[config.mk]
export PLATFORM = sky130hd
export DESIGN_NAME = cgram_ctrl
export DESIGN_NICKNAME = d
export VERILOG_FILES = /design/src/rtl/cgram_ctrl.sv
export SDC_FILE = /design/constraint.sdc
export NUM_CORES = 2
export LEC_CHECK = 0
export ABC_CLOCK_PERIOD_IN_PS = 13550
export CELL_PAD_IN_SITES_DETAIL_PLACEMENT = 1
export CELL_PAD_IN_SITES_GLOBAL_PLACEMENT = 1
export CORE_MARGIN = 2
export CORE_UTILIZATION = 50
export CTS_CLUSTER_SIZE = 16
export DETAILED_ROUTE_END_ITERATION = 8
export HOLD_SLACK_MARGIN = 0.08
export PLACE_DENSITY_LB_ADDON = 0.1
export SYNTH_ARGS = -nofsm -noshare
export SYNTH_HDL_FRONTEND = slang
export SYNTH_SLANG_ARGS = --single-unit
[constraint.sdc]
create_clock -name clk -period 13.55 [get_ports clk]
set_clock_uncertainty 0.05 [all_clocks]
set_input_delay 2.0325 -clock clk [delete_from_list [all_inputs] [get_ports clk]]
set_output_delay 2.0325 -clock clk [all_outputs]
set_load 0.1 [all_outputs]
[src/rtl/cgram_ctrl.sv]
// cgram_ctrl: 256 x 15-bit BGR555 palette RAM with its B-bus register front end.
//   CPU side : $2121 CGADD, $2122 CGDATA (two-byte write), $213B CGDATAREAD
//              (two-byte read), $2132 COLDATA (fixed sub-screen colour).
//   Mixer    : cgram_addr -> cgram_rdata, one-cycle latency, serviced every cycle.
// Ports:
//   clk, reset_n         clock, asynchronous active-low reset
//   cpu_addr/wr/rd/wdata B-bus register access (low address byte, 1-cycle strobes)
//   cpu_rdata            registered $213B read data, held until the next $213B read
//   open_bus_msb         PPU2 open-bus bit 7 returned on high-byte reads
//   render_active        1 = PPU fetching pixels; CPU accesses then hit cgram_addr
//   cgram_addr/rdata     mixer palette lookup
//   sub_backdrop         fixed colour {B,G,R} set through COLDATA
module cgram_ctrl (
    input  logic        clk,
    input  logic        reset_n,
    input  logic [7:0]  cpu_addr,
    input  logic        cpu_wr,
    input  logic        cpu_rd,
    input  logic [7:0]  cpu_wdata,
    output logic [7:0]  cpu_rdata,
    input  logic        open_bus_msb,
    input  logic        render_active,
    input  logic [7:0]  cgram_addr,
    output logic [14:0] cgram_rdata,
    output logic [14:0] sub_backdrop
);

    localparam int unsigned ADDR_W = 8;
    localparam int unsigned DATA_W = 15;
    localparam int unsigned DEPTH  = 256;

    localparam logic [7:0] REG_CGADD   = 8'h21;
    localparam logic [7:0] REG_CGDATA  = 8'h22;
    localparam logic [7:0] REG_COLDATA = 8'h32;
    localparam logic [7:0] REG_CGREAD  = 8'h3B;

    // Byte phase shared by $2122 writes and $213B reads.
    typedef enum logic {
        FF_LOW  = 1'b0,
        FF_HIGH = 1'b1
    } ff_t;

    logic [DATA_W-1:0] mem [DEPTH];

    ff_t               ff_q, ff_d;
    logic [ADDR_W-1:0] cgadd_q, cgadd_d;
    logic [7:0]        latch_q, latch_d;
    logic [DATA_W-1:0] fixcol_q, fixcol_d;
    logic [7:0]        rdata_d;

    logic              mem_we;
    logic [DATA_W-1:0] mem_wdata;
    logic [ADDR_W-1:0] target_addr;
    logic [DATA_W-1:0] target_word;

    logic wr_cgadd, wr_cgdata, wr_coldata, rd_cgdata;

    // Register decode; a simultaneous write suppresses the read.
    assign wr_cgadd   = cpu_wr && (cpu_addr == REG_CGADD);
    assign wr_cgdata  = cpu_wr && (cpu_addr == REG_CGDATA);
    assign wr_coldata = cpu_wr && (cpu_addr == REG_COLDATA);
    assign rd_cgdata  = cpu_rd && !cpu_wr && (cpu_addr == REG_CGREAD);

    // During rendering the CPU port lands on whatever the mixer is addressing.
    assign target_addr = render_active ? cgram_addr : cgadd_q;
    assign target_word = mem[target_addr];

    // Register state.
    always_ff @(posedge clk or negedge reset_n) begin
        if (!reset_n) begin
            ff_q      <= FF_LOW;
            cgadd_q   <= '0;
            latch_q   <= '0;
            fixcol_q  <= '0;
            cpu_rdata <= '0;
        end else begin
            ff_q      <= ff_d;
            cgadd_q   <= cgadd_d;
            latch_q   <= latch_d;
            fixcol_q  <= fixcol_d;
            cpu_rdata <= rdata_d;
        end
    end

    // Next-state logic for the byte-phase FSM and the CPU-visible registers.
    always_comb begin
        ff_d      = ff_q;
        cgadd_d   = cgadd_q;
        latch_d   = latch_q;
        fixcol_d  = fixcol_q;
        rdata_d   = cpu_rdata;
        mem_we    = 1'b0;
        mem_wdata = '0;

        if (wr_cgadd) begin
            cgadd_d = cpu_wdata;
            ff_d    = FF_LOW;
        end else if (wr_cgdata) begin
            case (ff_q)
                FF_LOW: begin
                    latch_d = cpu_wdata;
                    ff_d    = FF_HIGH;
                end
                FF_HIGH: begin
                    mem_we    = 1'b1;
                    mem_wdata = {cpu_wdata[6:0], latch_q};
                    ff_d      = FF_LOW;
                    cgadd_d   = cgadd_q + ADDR_W'(1);
                end
                default: ff_d = FF_LOW;
            endcase
        end else if (wr_coldata) begin
            if (cpu_wdata[5]) fixcol_d[4:0]   = cpu_wdata[4:0];
            if (cpu_wdata[6]) fixcol_d[9:5]   = cpu_wdata[4:0];
            if (cpu_wdata[7]) fixcol_d[14:10] = cpu_wdata[4:0];
        end else if (rd_cgdata) begin
            case (ff_q)
                FF_LOW: begin
                    rdata_d = target_word[7:0];
                    ff_d    = FF_HIGH;
                end
                FF_HIGH: begin
                    rdata_d = {open_bus_msb, target_word[14:8]};
                    ff_d    = FF_LOW;
                    cgadd_d = cgadd_q + ADDR_W'(1);
                end
                default: ff_d = FF_LOW;
            endcase
        end
    end

    // Palette storage; contents are deliberately not reset.
    always_ff @(posedge clk) begin
        if (mem_we) begin
            mem[target_addr] <= mem_wdata;
        end
    end

    // Mixer lookup; samples the array before a same-edge write lands.
    always_ff @(posedge clk or negedge reset_n) begin
        if (!reset_n) begin
            cgram_rdata <= '0;
        end else begin
            cgram_rdata <= mem[cgram_addr];
        end
    end

    assign sub_backdrop = fixcol_q;

endmodule

# [Word-level counts from Yosys, hierarchy flattened]
# Memories as Yosys holds them, arrays and structs flattened. A register that Yosys moved wholly into a read port is not among the register bits.
# Cells that the tools add are included.
[totals] register_bits=40 mem_bits_rw=3840 input_bits=30 out_inout_bits=38 word_cells=52 memories=1
[op_classes] add_sub_neg=1 eq_ne=5 n_mux=20 n_bitwise=4 n_reduce_logical=14
[mem_list] memory="mem" depth=256 width=15 rd=2 rd_ports_with_merged_regs=1 wr=1 line_no="43" source="logic [DATA_W-1:0] mem [DEPTH];"
[ops] operator="$mux 8" count=6
[ops] operator="$mux 15" count=3
[ops] operator="$eq 8x6->1 const B" count=4
[ops] operator="$pmux 8 s2" count=1
[ops] operator="$reduce_and 4->1" count=4
[ops] operator="$mux 1" count=9
[ops] operator="$add 8x1->8 const B" count=1
[ops] operator="$logic_and 1x1->1" count=5
[ops] operator="$not 1->1" count=4
[ops] operator="$ne 3x3->1 const B" count=1
[ops] operator="$reduce_and 3->1" count=1
[ops] operator="$reduce_bool 3->1" count=1
[ops] operator="$logic_not 1->1" count=2
[ops] operator="$pmux 1 s2" count=1
[ops] operator="$reduce_and 2->1" count=1

# [Depth between registers and ports, before layout]
[logic_depth] depth_word=7 depth_mapped=14 mapped_depth_nobuf=8

# [Worst setup path after synthesis]
# No wires, ideal clock.
[synth_path] kind="in2reg" from="in cpu_addr[0]" to="mem mem[0][10] (data pin)" setup_time_ns=0.873 arrival_time_ns=6.273 required_time_ns=12.627 slack_ns=6.354 cell_stages=5 n_path_buf=2 path_cell_list="nor4b_1 > and3_1 > clkbuf_1 > clkbuf_1 > and3_1"
[synth_between] elab_chain_cells=4 word_cells_on_any_way=6 classes_between="eq/ne (2); mux (2); reduce/logical (2)"
[synth_lines] item="start, declared" line_no="16" source="input logic [7:0] cpu_addr,"
[synth_lines] item="$eq 8x6->1" line_no="60" source="assign wr_cgdata = cpu_wr && (cpu_addr == REG_CGDATA);"
[synth_lines] item="$logic_and 1x1->1" line_no="60"
[synth_lines] item="$mux 15" line_no="98" source="end else if (wr_cgdata) begin"
[synth_lines] item="$mux 15 *" line_no="95" source="if (wr_cgadd) begin"
[synth_lines] item="via mem_wdata[10]" line_no="52" source="logic [DATA_W-1:0] mem_wdata;"
[synth_lines] item="end, declared" line_no="43"
# Mark *: on every way through the listed nets, which the timed path passes. The rest lies on a longest branch.

# [Final worst setup path]
[layout_path] from="in cgram_addr[0]" to="reg cpu_rdata[6]"
[layout_between] elab_chain_cells=3
[layout_lines] item="start, declared" line_no="23" source="input logic [7:0] cgram_addr,"
[layout_lines] item="$mux 8" line_no="65" source="assign target_addr = render_active ? cgram_addr : cgadd_q;"
[layout_lines] item="$mem_v2 256x15"
[layout_lines] item="$pmux 8 s2" line_no="117" source="case (ff_q)"
[layout_lines] item="end signal, assigned" line_no="81" source="cpu_rdata <= rdata_d;"
[layout_lines] item="end, declared" line_no="20" source="output logic [7:0] cpu_rdata,"
# Every way passes these cells.
# A chain may end at the register's enable or synchronous reset.

==> tab_implementation.tex <==
\begin{tabular}{lr}
\hline
Metric & Value \\
\hline
\multicolumn{2}{l}{\textbf{Clocking}} \\
\quad Worst-skew pair later-pin latency & 1030 ps \\
\quad Number of sinks handled by clock tree synthesis & 3895 \\
\quad Inserted Clock Buffers & 420 \\
\quad Clock tree from TritonCTS & done \\
\quad Root buffer cell & sky130\_fd\_sc\_hd\_\_clkbuf\_16 \\
\quad Clk slew on worst S/H paths & 60 ps \\
\quad Number of hold buffers added after cts & 0 \\
\quad Maximum level of the CTS H-tree & 5 \\
\quad Number of gates resized after cts & 0 \\
\quad CTS Buffer Depth & 4 \\
\quad Count of buffers added by post-CTS timing repair for setup & 0 \\
\multicolumn{2}{l}{\textbf{GRT}} \\
\quad Pin count of the biggest net entering global routing & 224 \\
\quad Global-route wire length before repair & 869000 µm \\
\quad Total routing usage reported by global routing & 35.4\% \\
\quad Number of antenna violations at the first check in global routing & 55 \\
\quad Total gr overflow & 0 \\
\quad Vias in the first global route & 102101 \\
\multicolumn{2}{l}{\textbf{Critical path}} \\
\quad Arrival time of the worst setup path & 8120 ps \\
\quad Maximum fanout count along the critical path & 73 \\
\quad Reg-to-Reg End & cpu\_rdata[2] \\
\quad Worst-case reg-to-reg path depth & 10 \\
\quad Crit path kind & input port to flop \\
\quad Sort of element at the start of the critical path & input port \\
\quad Critical path launch point & cgram\_addr[0] \\
\quad Kind of end point of the critical path & flop \\
\quad Data required time of the critical path & 14380 ps \\
\quad Worst R2R Start & cgadd\_q[1] \\
\quad Reg-to-reg setup timing slack & 7370 ps \\
\multicolumn{2}{l}{\textbf{STA}} \\
\quad Total of endpoints with negative setup slack in the final report & 0 \\
\quad Final hold violations & 0 \\
\quad Share of the clock period used by the worst path after layout & 53.8\% \\
\quad Clock period minus final worst setup slack & 7290 ps \\
\quad Number of pins with negative max-slew slack in the final report & 147 \\
\quad Least-Margin Pin Slew & 1660 ps \\
\quad Max Freq & 137 MHz \\
\quad Headroom to the max-slew limit & -12.0\% \\
\quad Unrepaired setup endpoints after global routing & false \\
\quad Setup TNS & 0 ps \\
\multicolumn{2}{l}{\textbf{Logic synthesis}} \\
\quad Post-Syn Area per Cell & 21.6 µm² \\
\quad Post-synth EDFFs & 3840 \\
\quad Netlist area before placement & 178000 µm² \\
\quad Syn Nets & 8264 \\
\quad Syn. warnings & 0 \\
\quad Post-synthesis sequential area ratio & 65.7\% \\
\quad Number of instances in the synthesized netlist & 8233 \\
\quad Leading register cell type out of synthesis & sky130\_fd\_sc\_hd\_\_edfxtp\_1 \\
\quad Synthesized flop and latch total & 3895 \\
\quad Synth cell types & 47 \\
\quad Share of flip-flops with an asynchronous set or reset & 1.41\% \\
\multicolumn{2}{l}{\textbf{Die}} \\
\quad Initial cell density of the core & 50.3\% \\
\quad Count of standard-cell rows & 218 \\
\quad Area of the core & 353000 µm² \\
\quad Area enclosed by the die boundary & 360000 µm² \\
\quad Die extent in x & 600 µm \\
\quad Vertical die dimension & 600 µm \\
\quad IO Count & 68 \\
\multicolumn{2}{l}{\textbf{Run status}} \\
\quad Status & complete, but fails checks \\
\quad Failing checks & capacitance limit, slew limit \\
\multicolumn{2}{l}{\textbf{Pwr}} \\
\quad Overall power after layout & 25.6 mW \\
\quad Worst-case vdd ir drop & 0.113 mV \\
\quad Leak Pwr & 69.1 nW \\
\quad P per Cell Area & 128 nW/µm² \\
\multicolumn{2}{l}{\textbf{Drt}} \\
\quad Routed vias & 100929 \\
\quad Drt drc & 0 \\
\quad Post-detailed-route via-to-cell ratio & 7.48 \\
\quad Metal2 WL & 288000 µm \\
\quad Routed met1 length & 234000 µm \\
\quad Remaining antenna violation count & 0 \\
\quad Uppermost layer routed & met5 \\
\quad Wirelength per Cell & 46.8 µm \\
\quad Met3 layer wire length in the routed design & 78300 µm \\
\quad 1st-pass router iterations & 6 \\
\quad Final wirelength & 632000 µm \\
\quad Drt first-iter violations & 16752 \\
\multicolumn{2}{l}{\textbf{Worst hold path}} \\
\quad Hold Path Sink & sub\_backdrop[12] \\
\quad Number of cells on the worst hold path & 1 \\
\quad HP Start & sub\_backdrop[12] \\
\quad Min-Delay Path Class & flop to flop \\
\multicolumn{2}{l}{\textbf{Layout}} \\
\quad Share of final-layout standard cells stronger than drive strength 1 & 40.0\% \\
\quad Sequential Area & 117000 µm² \\
\quad Number of inserted filler cells in the final layout & 29248 \\
\quad Final net count & 8419 \\
\quad Area taken by multi-input logic gates & 59800 µm² \\
\quad Synth-to-layout area growth & 12.4\% \\
\multicolumn{2}{l}{\textbf{Placement}} \\
\quad Final Wtd Congestion & 0.880 \\
\quad Detailed Place HPWL & 388000 µm \\
\quad Buffers on Ports & 67 \\
\multicolumn{2}{l}{\textbf{Flow run}} \\
\quad MaxCap Viol Count & 4 \\
\hline
\end{tabular}
## flip-flops by register name (all words and copies together), names as in the netlist
register,flops
mem,3840
latch_q,8
sub_backdrop,15
cgadd_q,8
cgram_rdata,15
cpu_rdata,8
ff_q,1
## worst max-delay path by stage
stage | to | cells after the start | slack, ps
detailed placement | cgram_rdata[3] | 9 | 5330
finish | cpu_rdata[6] | 11 | 6260
global route | cgram_rdata[3] | 9 | 6030
CTS | cgram_rdata[3] | 9 | 6370
floorplan | mem[0][10] | 5 | 6350
global placement | cpu_rdata[3] | 11 | 5090
## where the power goes
part	switching [mW]	leakage, nW	internal (mW)
sequential	0.0104	45.3	13.0
clock	4.99	6.64	6.58
combinational	0.688	17.2	0.339
total	5.68	69.1	19.9
## synth_stat cells (all sizes together), types with 2 or more instances
library cell / number / share of area, %
nor3b: 6 / 0.025
nand2b: 2 / 0.0070
a31oi: 4 / 0.014
mux2i: 83 / 0.47
nand3: 7 / 0.020
nor2: 288 / 0.61
or4: 3 / 0.013
dfrtp: 55 / 0.77
and3b: 3 / 0.015
mux4: 2195 / 28
nand3b: 2 / 0.0084
nor2b: 3 / 0.011
nand4: 12 / 0.042
xnor2: 3 / 0.015
nor4: 14 / 0.049
o21ai: 21 / 0.059
o22ai: 44 / 0.15
a41oi: 44 / 0.22
edfxtp: 3840 / 65
buf: 298 / 0.77
xor2: 4 / 0.020
mux2: 25 / 0.16
nand2: 224 / 0.47
and3: 20 / 0.070
a21oi: 200 / 0.56
clkbuf: 382 / 0.81
o41ai: 49 / 0.24
and4: 2 / 0.0099
a22oi: 368 / 1.6
nor3: 13 / 0.037
inv: 5 / 0.011
or2: 5 / 0.018
## area by class of cell
class,count,area share (%)
antenna,35,0.0439
timing repair buffer,413,1.78
clock inverter,239,1.16
sequential,3895,58.4
multi-input combinational,3653,30.0
clock buffer,532,5.64
tap,4730,2.96
inverter,5,0.0157
## metrics by stage
step	setup slack, ps	cells	hold WS [ps]	instance area [µm²]	util [%]
2_1_floorplan	6350	8233	423	178000	-
3_3_place_gp	5090	12690	438	186000	52.6
3_5_place_dp	5330	12695	443	186000	52.7
4_1_cts	6370	13466	457	200000	56.5
5_1_grt	6030	13480	473	200000	56.5
6_report	6260	13502	453	200000	56.5
## critical path, cell delays in order
cell,delay (ps)
sky130_fd_sc_hd__buf_16,350
sky130_fd_sc_hd__mux2_8,800
sky130_fd_sc_hd__buf_12,600
sky130_fd_sc_hd__buf_4,750
sky130_fd_sc_hd__mux4_2,600
sky130_fd_sc_hd__nand2_1,90
sky130_fd_sc_hd__a41oi_1,270
sky130_fd_sc_hd__nor4_2,1330
sky130_fd_sc_hd__nor2_1,390
sky130_fd_sc_hd__nor3_1,330
sky130_fd_sc_hd__nor3_1,90
## layer usage
metal	up-vias	GRT usage (%)
met5	-	0
met4	32	14.6
met3	1137	9.41
met2	6989	52.8
met1	55786	50.1
li1	36985	-
## cell usage in the layout, fill, tap and decap left out, drive strengths merged, types with 4 or more instances in the layout
| cell | count |
|---|---|
| inv | 17 |
| nor3b | 6 |
| clkdlybuf4s50 | 60 |
| xor2 | 4 |
| diode | 35 |
| nand2 | 224 |
| nor4 | 14 |
| a31oi | 4 |
| nor3 | 13 |
| o41ai | 49 |
| clkinv | 175 |
| a22oi | 368 |
| bufinv | 37 |
| nand3 | 7 |
| dfrtp | 55 |
| and3 | 20 |
| o22ai | 44 |
| o21ai | 21 |
| nand4 | 12 |
| a21oi | 200 |
| mux2 | 25 |
| edfxtp | 3840 |
| clkinvlp | 15 |
| mux4 | 2195 |
| or2 | 5 |
| buf | 352 |
| mux2i | 83 |
| nor2 | 288 |
| clkbuf | 533 |
| a41oi | 44 |
## kinds of logic after synthesis
logic type	count (synthesis)	share of synthesized area, %
compound gates	735	2.83
xor+xnor	7	0.0345
fa+ha+maj	1	0.00704
buf+inv	685	1.58
flops	3895	65.7
mux	2303	28.5
simple gates	607	1.42
Power figures use the tool's default switching activity.
